### config.mk
export PLATFORM = sky130hd
export DESIGN_NAME = deserializer_flat
export DESIGN_NICKNAME = d
export VERILOG_FILES = /design/src/rtl/deserializer_if.sv /design/src/rtl/deserializer.sv /design/src/flat_wrapper.sv
export SDC_FILE = /design/constraint.sdc
export NUM_CORES = 1
export LEC_CHECK = 0
export CORE_MARGIN = 2
export CORE_UTILIZATION = 45
export CTS_CLUSTER_DIAMETER = 120
export DETAILED_ROUTE_END_ITERATION = 16
export PLACE_DENSITY = 0.73
export SYNTH_ARGS = -nofsm -noshare
export SYNTH_HDL_FRONTEND = slang
export SYNTH_SLANG_ARGS = --single-unit
### constraint.sdc
create_clock -name bclk -period 21.9 [get_ports bclk]
set_input_delay 5.475 -clock bclk [delete_from_list [all_inputs] [get_ports bclk]]
set_output_delay 5.475 -clock bclk [all_outputs]
set_load 0.03 [all_outputs]
### src/rtl/deserializer_if.sv
// Chunk-input / word-output bundle of the Haraka-S receive deserializer.
// The slave modport is the deserializer itself; the master modport is whoever drives it.
interface deserializer_if #(
    parameter int INWIDTH  = 8,
    parameter int OUTWIDTH = 256
);
    localparam int N    = OUTWIDTH / INWIDTH;
    localparam int LENW = $clog2(N) + 1;

    logic                i_start;
    logic [LENW-1:0]     i_length;
    logic                i_in_valid;
    logic [INWIDTH-1:0]  i_serial_in;
    logic                i_out_ready;
    logic                o_out_valid;
    logic [OUTWIDTH-1:0] o_out_word;
    logic                o_busy;
    logic                o_overrun;

    modport slave (
        input  i_start, i_length, i_in_valid, i_serial_in, i_out_ready,
        output o_out_valid, o_out_word, o_busy, o_overrun
    );

    modport master (
        output i_start, i_length, i_in_valid, i_serial_in, i_out_ready,
        input  o_out_valid, o_out_word, o_busy, o_overrun
    );
endinterface

### src/rtl/deserializer.sv
// Assembles 'length' INWIDTH-bit chunks, LSB chunk first, into an OUTWIDTH-bit word.
// The sticky drop flag o_overrun is built only when DESERIALIZER_OVERRUN_EN is defined.
module deserializer #(
    parameter int INWIDTH  = 8,
    parameter int OUTWIDTH = 256
) (
    input  logic           bclk,
    input  logic           reset,
    deserializer_if.slave  bus
);
    localparam int N    = OUTWIDTH / INWIDTH;
    localparam int LENW = $clog2(N) + 1;

    typedef enum logic [1:0] {
        ST_IDLE    = 2'd0,
        ST_COLLECT = 2'd1,
        ST_HOLD    = 2'd2
    } state_t;

    state_t              r_state;
    logic [LENW-1:0]     r_cnt;
    logic [LENW-1:0]     r_len;
    logic [OUTWIDTH-1:0] r_word;
    logic                r_out_valid;
    logic                r_busy;
    logic                r_overrun;

    logic                w_len_ok;
    logic                w_start_take;
    logic                w_run;
    logic [LENW-1:0]     w_slot;
    logic [LENW-1:0]     w_len_next;
    logic [LENW-1:0]     w_cnt_next;
    logic                w_last;
    logic                w_drop;
    logic [OUTWIDTH-1:0] w_word_next;

    // Frame-start qualification and next word/counter; a chunk arriving with start is slot 0.
    always_comb begin
        w_len_ok     = (bus.i_length != {LENW{1'b0}}) && (bus.i_length <= LENW'(N));
        w_start_take = bus.i_start && w_len_ok && ((r_state != ST_HOLD) || bus.i_out_ready);
        w_run        = w_start_take || (r_state == ST_COLLECT);
        w_slot       = w_start_take ? {LENW{1'b0}} : r_cnt;
        w_len_next   = w_start_take ? bus.i_length : r_len;
        w_last       = bus.i_in_valid && (w_slot == (w_len_next - LENW'(1)));
        w_cnt_next   = bus.i_in_valid ? (w_slot + LENW'(1)) : w_slot;
        w_drop       = bus.i_in_valid && !w_run;
        w_word_next  = w_start_take ? {OUTWIDTH{1'b0}} : r_word;
        if (bus.i_in_valid) begin
            w_word_next[int'(w_slot) * INWIDTH +: INWIDTH] = bus.i_serial_in;
        end else begin
            w_word_next = w_word_next;
        end
    end

    // Frame FSM with registered handshake outputs and overrun flag.
    always_ff @(posedge bclk or posedge reset) begin
        if (reset) begin
            r_state     <= ST_IDLE;
            r_cnt       <= {LENW{1'b0}};
            r_len       <= {LENW{1'b0}};
            r_word      <= {OUTWIDTH{1'b0}};
            r_out_valid <= 1'b0;
            r_busy      <= 1'b0;
            r_overrun   <= 1'b0;
        end else begin
            if (w_run) begin
                r_word <= w_word_next;
                r_cnt  <= w_cnt_next;
                r_len  <= w_len_next;
                if (w_last) begin
                    r_state     <= ST_HOLD;
                    r_out_valid <= 1'b1;
                    r_busy      <= 1'b0;
                end else begin
                    r_state     <= ST_COLLECT;
                    r_out_valid <= 1'b0;
                    r_busy      <= 1'b1;
                end
            end else begin
                case (r_state)
                    ST_IDLE: begin
                        r_out_valid <= 1'b0;
                        r_busy      <= 1'b0;
                    end
                    ST_HOLD: begin
                        if (bus.i_out_ready) begin
                            r_state     <= ST_IDLE;
                            r_out_valid <= 1'b0;
                        end else begin
                            r_out_valid <= 1'b1;
                        end
                    end
                    default: begin
                        r_state     <= ST_IDLE;
                        r_out_valid <= 1'b0;
                        r_busy      <= 1'b0;
                    end
                endcase
            end
`ifdef DESERIALIZER_OVERRUN_EN
            // An accepted start clears the flag even if a chunk is dropped that cycle.
            if (w_start_take) begin
                r_overrun <= 1'b0;
            end else if (w_drop) begin
                r_overrun <= 1'b1;
            end else begin
                r_overrun <= r_overrun;
            end
`else
            r_overrun <= 1'b0;
`endif
        end
    end

    assign bus.o_out_valid = r_out_valid;
    assign bus.o_out_word  = r_word;
    assign bus.o_busy      = r_busy;
    assign bus.o_overrun   = r_overrun;
endmodule

### src/flat_wrapper.sv
// flat-port wrapper written by rule: the top's interface ports become plain ports
module deserializer_flat 
#(
    parameter int INWIDTH  = 8,
    parameter int OUTWIDTH = 256
)
  (bclk, reset, bus_i_start, bus_i_length, bus_i_in_valid, bus_i_serial_in, bus_i_out_ready, bus_o_out_valid, bus_o_out_word, bus_o_busy, bus_o_overrun);
  deserializer_if #(.INWIDTH(INWIDTH), .OUTWIDTH(OUTWIDTH)) bus_i ();
  input  logic bclk;
  input  logic reset;
  input wire logic [$bits(bus_i.i_start)-1:0] bus_i_start;
  input wire logic [$bits(bus_i.i_length)-1:0] bus_i_length;
  input wire logic [$bits(bus_i.i_in_valid)-1:0] bus_i_in_valid;
  input wire logic [$bits(bus_i.i_serial_in)-1:0] bus_i_serial_in;
  input wire logic [$bits(bus_i.i_out_ready)-1:0] bus_i_out_ready;
  output wire logic [$bits(bus_i.o_out_valid)-1:0] bus_o_out_valid;
  output wire logic [$bits(bus_i.o_out_word)-1:0] bus_o_out_word;
  output wire logic [$bits(bus_i.o_busy)-1:0] bus_o_busy;
  output wire logic [$bits(bus_i.o_overrun)-1:0] bus_o_overrun;
  assign bus_i.i_start = bus_i_start;
  assign bus_i.i_length = bus_i_length;
  assign bus_i.i_in_valid = bus_i_in_valid;
  assign bus_i.i_serial_in = bus_i_serial_in;
  assign bus_i.i_out_ready = bus_i_out_ready;
  assign bus_o_out_valid = bus_i.o_out_valid;
  assign bus_o_out_word = bus_i.o_out_word;
  assign bus_o_busy = bus_i.o_busy;
  assign bus_o_overrun = bus_i.o_overrun;
  deserializer #(.INWIDTH(INWIDTH), .OUTWIDTH(OUTWIDTH)) u_core (.bclk(bclk), .reset(reset), .bus(bus_i));
endmodule
# Word level (Yosys, flattened, before mapping)

Index checks and enable logic that the tools add are counted.

Bits in registers: 272
Bits of input ports: 19
Logic and storage cells: 45

Add/subtract/negate cells: 3
$lt $le $gt $ge: 1
Equality and inequality tests: 7
Shift-type cells: 2
Mux-type cells: 17
Reduce and logical (&&, ||, !) cells: 9

Operator list:

| cell                     | number |
|---|---|
| $mux 256                 | 2 |
| $bwmux 256               | 1 |
| $shift 8x33->256 const A | 1 |
| $shiftx 8x33->256        | 1 |
| $neg 9->33               | 1 |
| $mux 6                   | 3 |
| $mux 1                   | 7 |
| $add 6x1->6 const B      | 1 |
| $eq 6x6->1               | 1 |
| $le 6x6->1 const B       | 1 |
| $mux 2                   | 3 |
| $reduce_bool 6->1        | 1 |
| $sub 6x1->6 const B      | 1 |
| $logic_and 1x1->1        | 4 |
| $ne 2x1->1 const B       | 2 |
| $pmux 2 s2               | 1 |
| $ne 3x2->1 const B       | 1 |
| $eq 2x1->1 const B       | 1 |
| $eq 2x2->1 const B       | 1 |
| $logic_not 2->1          | 1 |
| $logic_or 1x1->1         | 2 |
| $ne 2x2->1 const B       | 1 |
| $reduce_and 2->1         | 1 |

# Longest topological paths before layout

Word-level depth: 10
Mapped depth: 17
Gate-level depth less buffers: 13

# Worst setup path before layout

OpenSTA, ideal clock, no wires.

Path type: in2reg
Start: input port bus_i_length[1]
End: register u_core.r_word[200] (netlist: u_core.bus.o_out_word[200])
Data arrival time: 9260 ps
Setup slack: 12557 ps
Cell stages on the path: 13
Cells stage by stage: or3_4 -> o211a_1 -> nand2_1 -> buf_2 -> clkbuf_1 -> clkbuf_1 -> nand2_1 -> ha_1 -> buf_1 -> nand2_1 -> a211o_1 -> nor3_2 -> mux2i_1

Cells in the longest elaborated chain, start to end: 9

RTL lines:

| element                                               | line               | source |
|---|---|---|
| start, declared                                       | flat_wrapper.sv:12 | `input wire logic [$bits(bus_i.i_length)-1:0] bus_i_length;` |
| $le 6x6->1 or $reduce_bool 6->1 (tied branches)       | deserializer.sv:40 | `w_len_ok = (bus.i_length != {LENW{1'b0}}) && (bus.i_length <= LENW'(N));` |
| $logic_and 1x1->1 (*)                                 | deserializer.sv:40 |  |
| $logic_and 1x1->1 (*) (2 in a row)                    | deserializer.sv:41 | `w_start_take = bus.i_start && w_len_ok && ((r_state != ST_HOLD) \|\| bus.i_out_ready);` |
| $mux 6                                                | deserializer.sv:43 | `w_slot = w_start_take ? {LENW{1'b0}} : r_cnt;` |
| $neg 9->33                                            | deserializer.sv:50 | `w_word_next[int'(w_slot) * INWIDTH +: INWIDTH] = bus.i_serial_in;` |
| $shiftx 8x33->256 or $shift 8x33->256 (tied branches) | deserializer.sv:50 |  |
| $bwmux 256                                            | deserializer.sv:50 |  |
| $mux 256                                              | deserializer.sv:49 | `if (bus.i_in_valid) begin` |
| end signal, assigned                                  | deserializer.sv:62 | `r_word <= {OUTWIDTH{1'b0}};` |
| end signal, assigned                                  | deserializer.sv:68 | `r_word <= w_word_next;` |
| end, declared                                         | deserializer.sv:23 | `logic [OUTWIDTH-1:0] r_word;` |

Every way passes the cells marked *; elsewhere a longest branch is shown, timed or not.
A chain may end at the register's enable or synchronous reset.

# Worst setup path after layout

Start: input port bus_i_length[4]
End: register u_core.r_word[30] (netlist: u_core.bus.o_out_word[30])

The elaborated chain is that of the path after synthesis.

==> summary.md <==
| Metric | Value |
|---|---|
| Cell Chain, Critical Path | clkdlybuf4s50_1 > or3_1 > o211a_1 > nand2_4 > buf_4 > nand2_1 > ha_1 > nand3_1 > a211oi_1 > nand2_1 > a21oi_2 > mux2i_1 |
| Root Buffer | clkbuf_16 |
| Cells after DPL | 1647 |
| CP endpoint kind | register |
| DRC | 0 |
| Site Rows | 60 |
| Wirelength, routed | 38000 um |
| Syn nets | 1115 |
| Tot GR Track Use | 0.265 |
| Layout cells sized above 1 | 0.0567 |
| Min-delay worst type | reg -> reg |
| Minimum clock period | 10.30 ns |
| # setup viols final | 0 |
| Die X | 168 um |
| # fillers | 2199 |
| Yosys top cell by area | dfrtp_1 |
| Synth cell types | 65 |
| Slew Viols, Final | 0 |
| CP most frequent cell | nand2_1 |
| Yosys reg bits | 272 |
| Startpoint Class | input port |
| Post-Syn Area | 12100 um2 |
| Slew HR | 0.246 |
| Vias | 9670 |
| Core Area | 26700 um2 |
| Post-synthesis sequential area ratio | 0.563 |
| RSZ-0062 raised after global routing | no |
| Initial antenna violation count | 0 |
| Arrival time at the worst endpoint | 10.77 ns |
| Area contributors post-synth | dfrtp_1 (56%), mux2i_1 (13%), nand2_1 (6.8%) |
| Worst vdd ir | 69.3 uV |
| Slowest stage delay, CP | 0.72 ns |
| First drt pass iteration count | 5 |
| Clock transition at path regs | 0.06 ns |
| Worst EP required | 22.37 ns |
| Vias in the first global route | 9773 |
| Die Y | 168 um |
| Final ANT Viol Nets | 0 |
| H-tree depth | 1 |
| Fin crit share | 0.470 |
| Sum of negative setup slack | 0 ns |
| NumNets Final | 1358 |
| Synth Area per Inst | 11.1 um2 |
| CP Class | in -> reg |
| Max-Cap Viols | 0 |
| Skew final | 0.0391 ns |
| Async SR Flop Fraction | 1.00 |
| Yosys Warn Count | 0 |
| Worst-Skew Late Latency | 0.57 ns |
| Cells after Synth | 1093 |
| Slowest cell on the critical path | buf_4 |
| Area growth, synth to finish | 33.1% |
| Drt wl/cell | 22.4 um |
| Yosys top cell area share | 0.563 |
| Gpl congestion | 0.892 |
| Final Hold Viols | 0 |
| Slew @ Worst Pin | 1.13 ns |
| Number of post-CTS setup repair buffers | 0 |
| First-pass GRT wire length | 58300 um |
| Most frequent cells in the layout | clkdlybuf4s50_1 (276), dfrtp_1 (272), nand2_1 (217), mux2i_1 (161), nand3_1 (66) |
| DP Wirelength | 25600 um |
| Die area | 28200 um2 |
| Clock buffer count from CTS | 28 |
| Pwr dens | 85.4 nW/um2 |
| Status | completed |
| Largest net degree at the start of global routing | 148 |
| Ant. Diodes | 0 |
| Post-CTS Hold Buffers | 0 |
| Io pins | 278 |
| Starting Density | 0.454 |
| Min-delay src | u_core.bus.o_out_word[80] |
| Design Area, Final | 16100 um2 |
| DP Area | 15100 um2 |
| LEAKAGE | 6.95 nW |
| Initial DRC Count | 762 |
| Port bufs | 276 |
| Clk buf depth | 3 |
| Fmax | 97.1 MHz |
| Leading cell type in the layout, fill and taps excluded | clkdlybuf4s50_1 |
| Top FF cell, synth | dfrtp_1 |
| Crit path max fanout | 77 |
| Total grt overflow | 0 |
| Vias per cell | 5.69 |
| RR Startpoint | u_core.r_state[0] |
| Post-Layout Cell Count | 1699 |
| EDFF count, synth | 0 |
| Post-cts sizing count | 0 |
| Worst setup startpoint | bus_i_length[4] |
| CTS tree | done |
| CTS sink cnt | 272 |
[layer usage]
metal,track usage,part of all wire
met2,0.424,0.47
met4,0.0851,0.030
met5,0,0
met3,0.0783,0.091
met1,0.349,0.41
[critical path, delay by kind of cell]
family | cells | cell delay (ns)
AOI/OAI and AO/OA | 3 | 1.76
buffers and inverters | 2 | 1.24
adders and majority gates | 1 | 0.35
muxes | 1 | 0.26
and+or+nand+nor | 5 | 1.65
[flip-flops by register name, indices dropped and copies added (netlist names)]
| register | cells |
|---|---|
| u_core.r_len | 6 |
| u_core.bus.o_out_word | 256 |
| u_core.bus.o_busy | 1 |
| u_core.bus.o_out_valid | 1 |
| u_core.r_state | 2 |
| u_core.r_cnt | 6 |
[worst paths after layout]
| path | slack (ns) | endpoint | cells past startpoint |
|---|---|---|---|
| worst min register to register | 0.49 | u_core.bus.o_out_word[80] | 1 |
| worst max-delay path | 11.60 | u_core.bus.o_out_word[30] | 12 |
| max in group asynchronous | 14.07 | u_core.bus.o_out_word[212] | 4 |
| worst max register to register | 16.67 | u_core.bus.o_out_word[30] | 11 |
| min in group asynchronous | 5.58 | u_core.bus.o_out_word[112] | 2 |
| worst min-delay path | 0.49 | u_core.bus.o_out_word[80] | 1 |
[cells in the mapped netlist (2+ instances only)]
library cell / number
a2111o_1: 2
a2111oi_4: 2
a211o_1: 5
a211oi_1: 5
a21o_1: 6
a21oi_1: 11
a221oi_1: 2
a22o_1: 42
a31oi_1: 8
and2_1: 3
and3_1: 3
buf_1: 6
buf_2: 17
buf_6: 3
clkbuf_1: 43
dfrtp_1: 272
ha_1: 3
inv_1: 14
mux2i_1: 161
nand2_1: 218
nand2b_1: 2
nand3_1: 66
nand3b_1: 2
nand4_1: 4
nand4b_1: 3
nor2_1: 44
nor2b_1: 2
nor3_1: 5
nor3_4: 2
nor3b_1: 8
nor4_1: 3
nor4_4: 4
o211a_1: 2
o211ai_1: 5
o211ai_2: 2
o21ai_0: 38
o2bb2ai_1: 25
o31ai_1: 2
or3_1: 6
or4_1: 2
xnor2_1: 9
xor2_1: 8
[layout make-up]
| class | count | area, um2 | area share |
|---|---|---|---|
| sequential | 272 | 6810 | 0.423 |
| multi-input combinational | 736 | 4950 | 0.307 |
| timing repair buffer | 283 | 2820 | 0.175 |
| clock buffer | 42 | 803 | 0.0499 |
| tap | 341 | 427 | 0.0265 |
| clock inverter | 10 | 236 | 0.0147 |
| inverter | 15 | 63.8 | 0.00396 |
[per-stage QoR]
stage	hold WS (ns)	power [W]	utilization	worst slack (ns)
3_3_place_gp	0.471	0.000836	0.565	11.24
6_report	0.492	0.00137	0.604	11.60
4_1_cts	0.497	0.00137	0.604	11.62
2_1_floorplan	0.458	0.000748	-	8.93
3_5_place_dp	0.473	0.000838	0.565	11.06
5_1_grt	0.511	0.00142	0.604	11.22
[where the power goes]
| part | total (W) | switching (W) | internal, W | leakage [nW] |
|---|---|---|---|---|
| logic | 0.000302 | 0.000226 | 0.0000756 | 2.67 |
| clock network | 0.000540 | 0.000204 | 0.000336 | 0.505 |
| registers | 0.000533 | 0.0000187 | 0.000514 | 3.78 |
[cells by family (layout without fill, tap and decap cells)]
family | Yosys count | in the layout | share of synthesized area
multiplexers | 161 | 161 | 0.133
buffers and inverters | 85 | 350 | 0.0303
flip-flops | 272 | 272 | 0.563
other | 1 | 1 | 0.000310
AO/OA/AOI/OAI | 172 | 172 | 0.112
adder cells (fa/ha/maj) | 3 | 3 | 0.00310
AND/OR/NAND/NOR | 382 | 382 | 0.146
XOR/XNOR | 17 | 17 | 0.0123
Note: power is estimated with default switching activity, not from simulation.
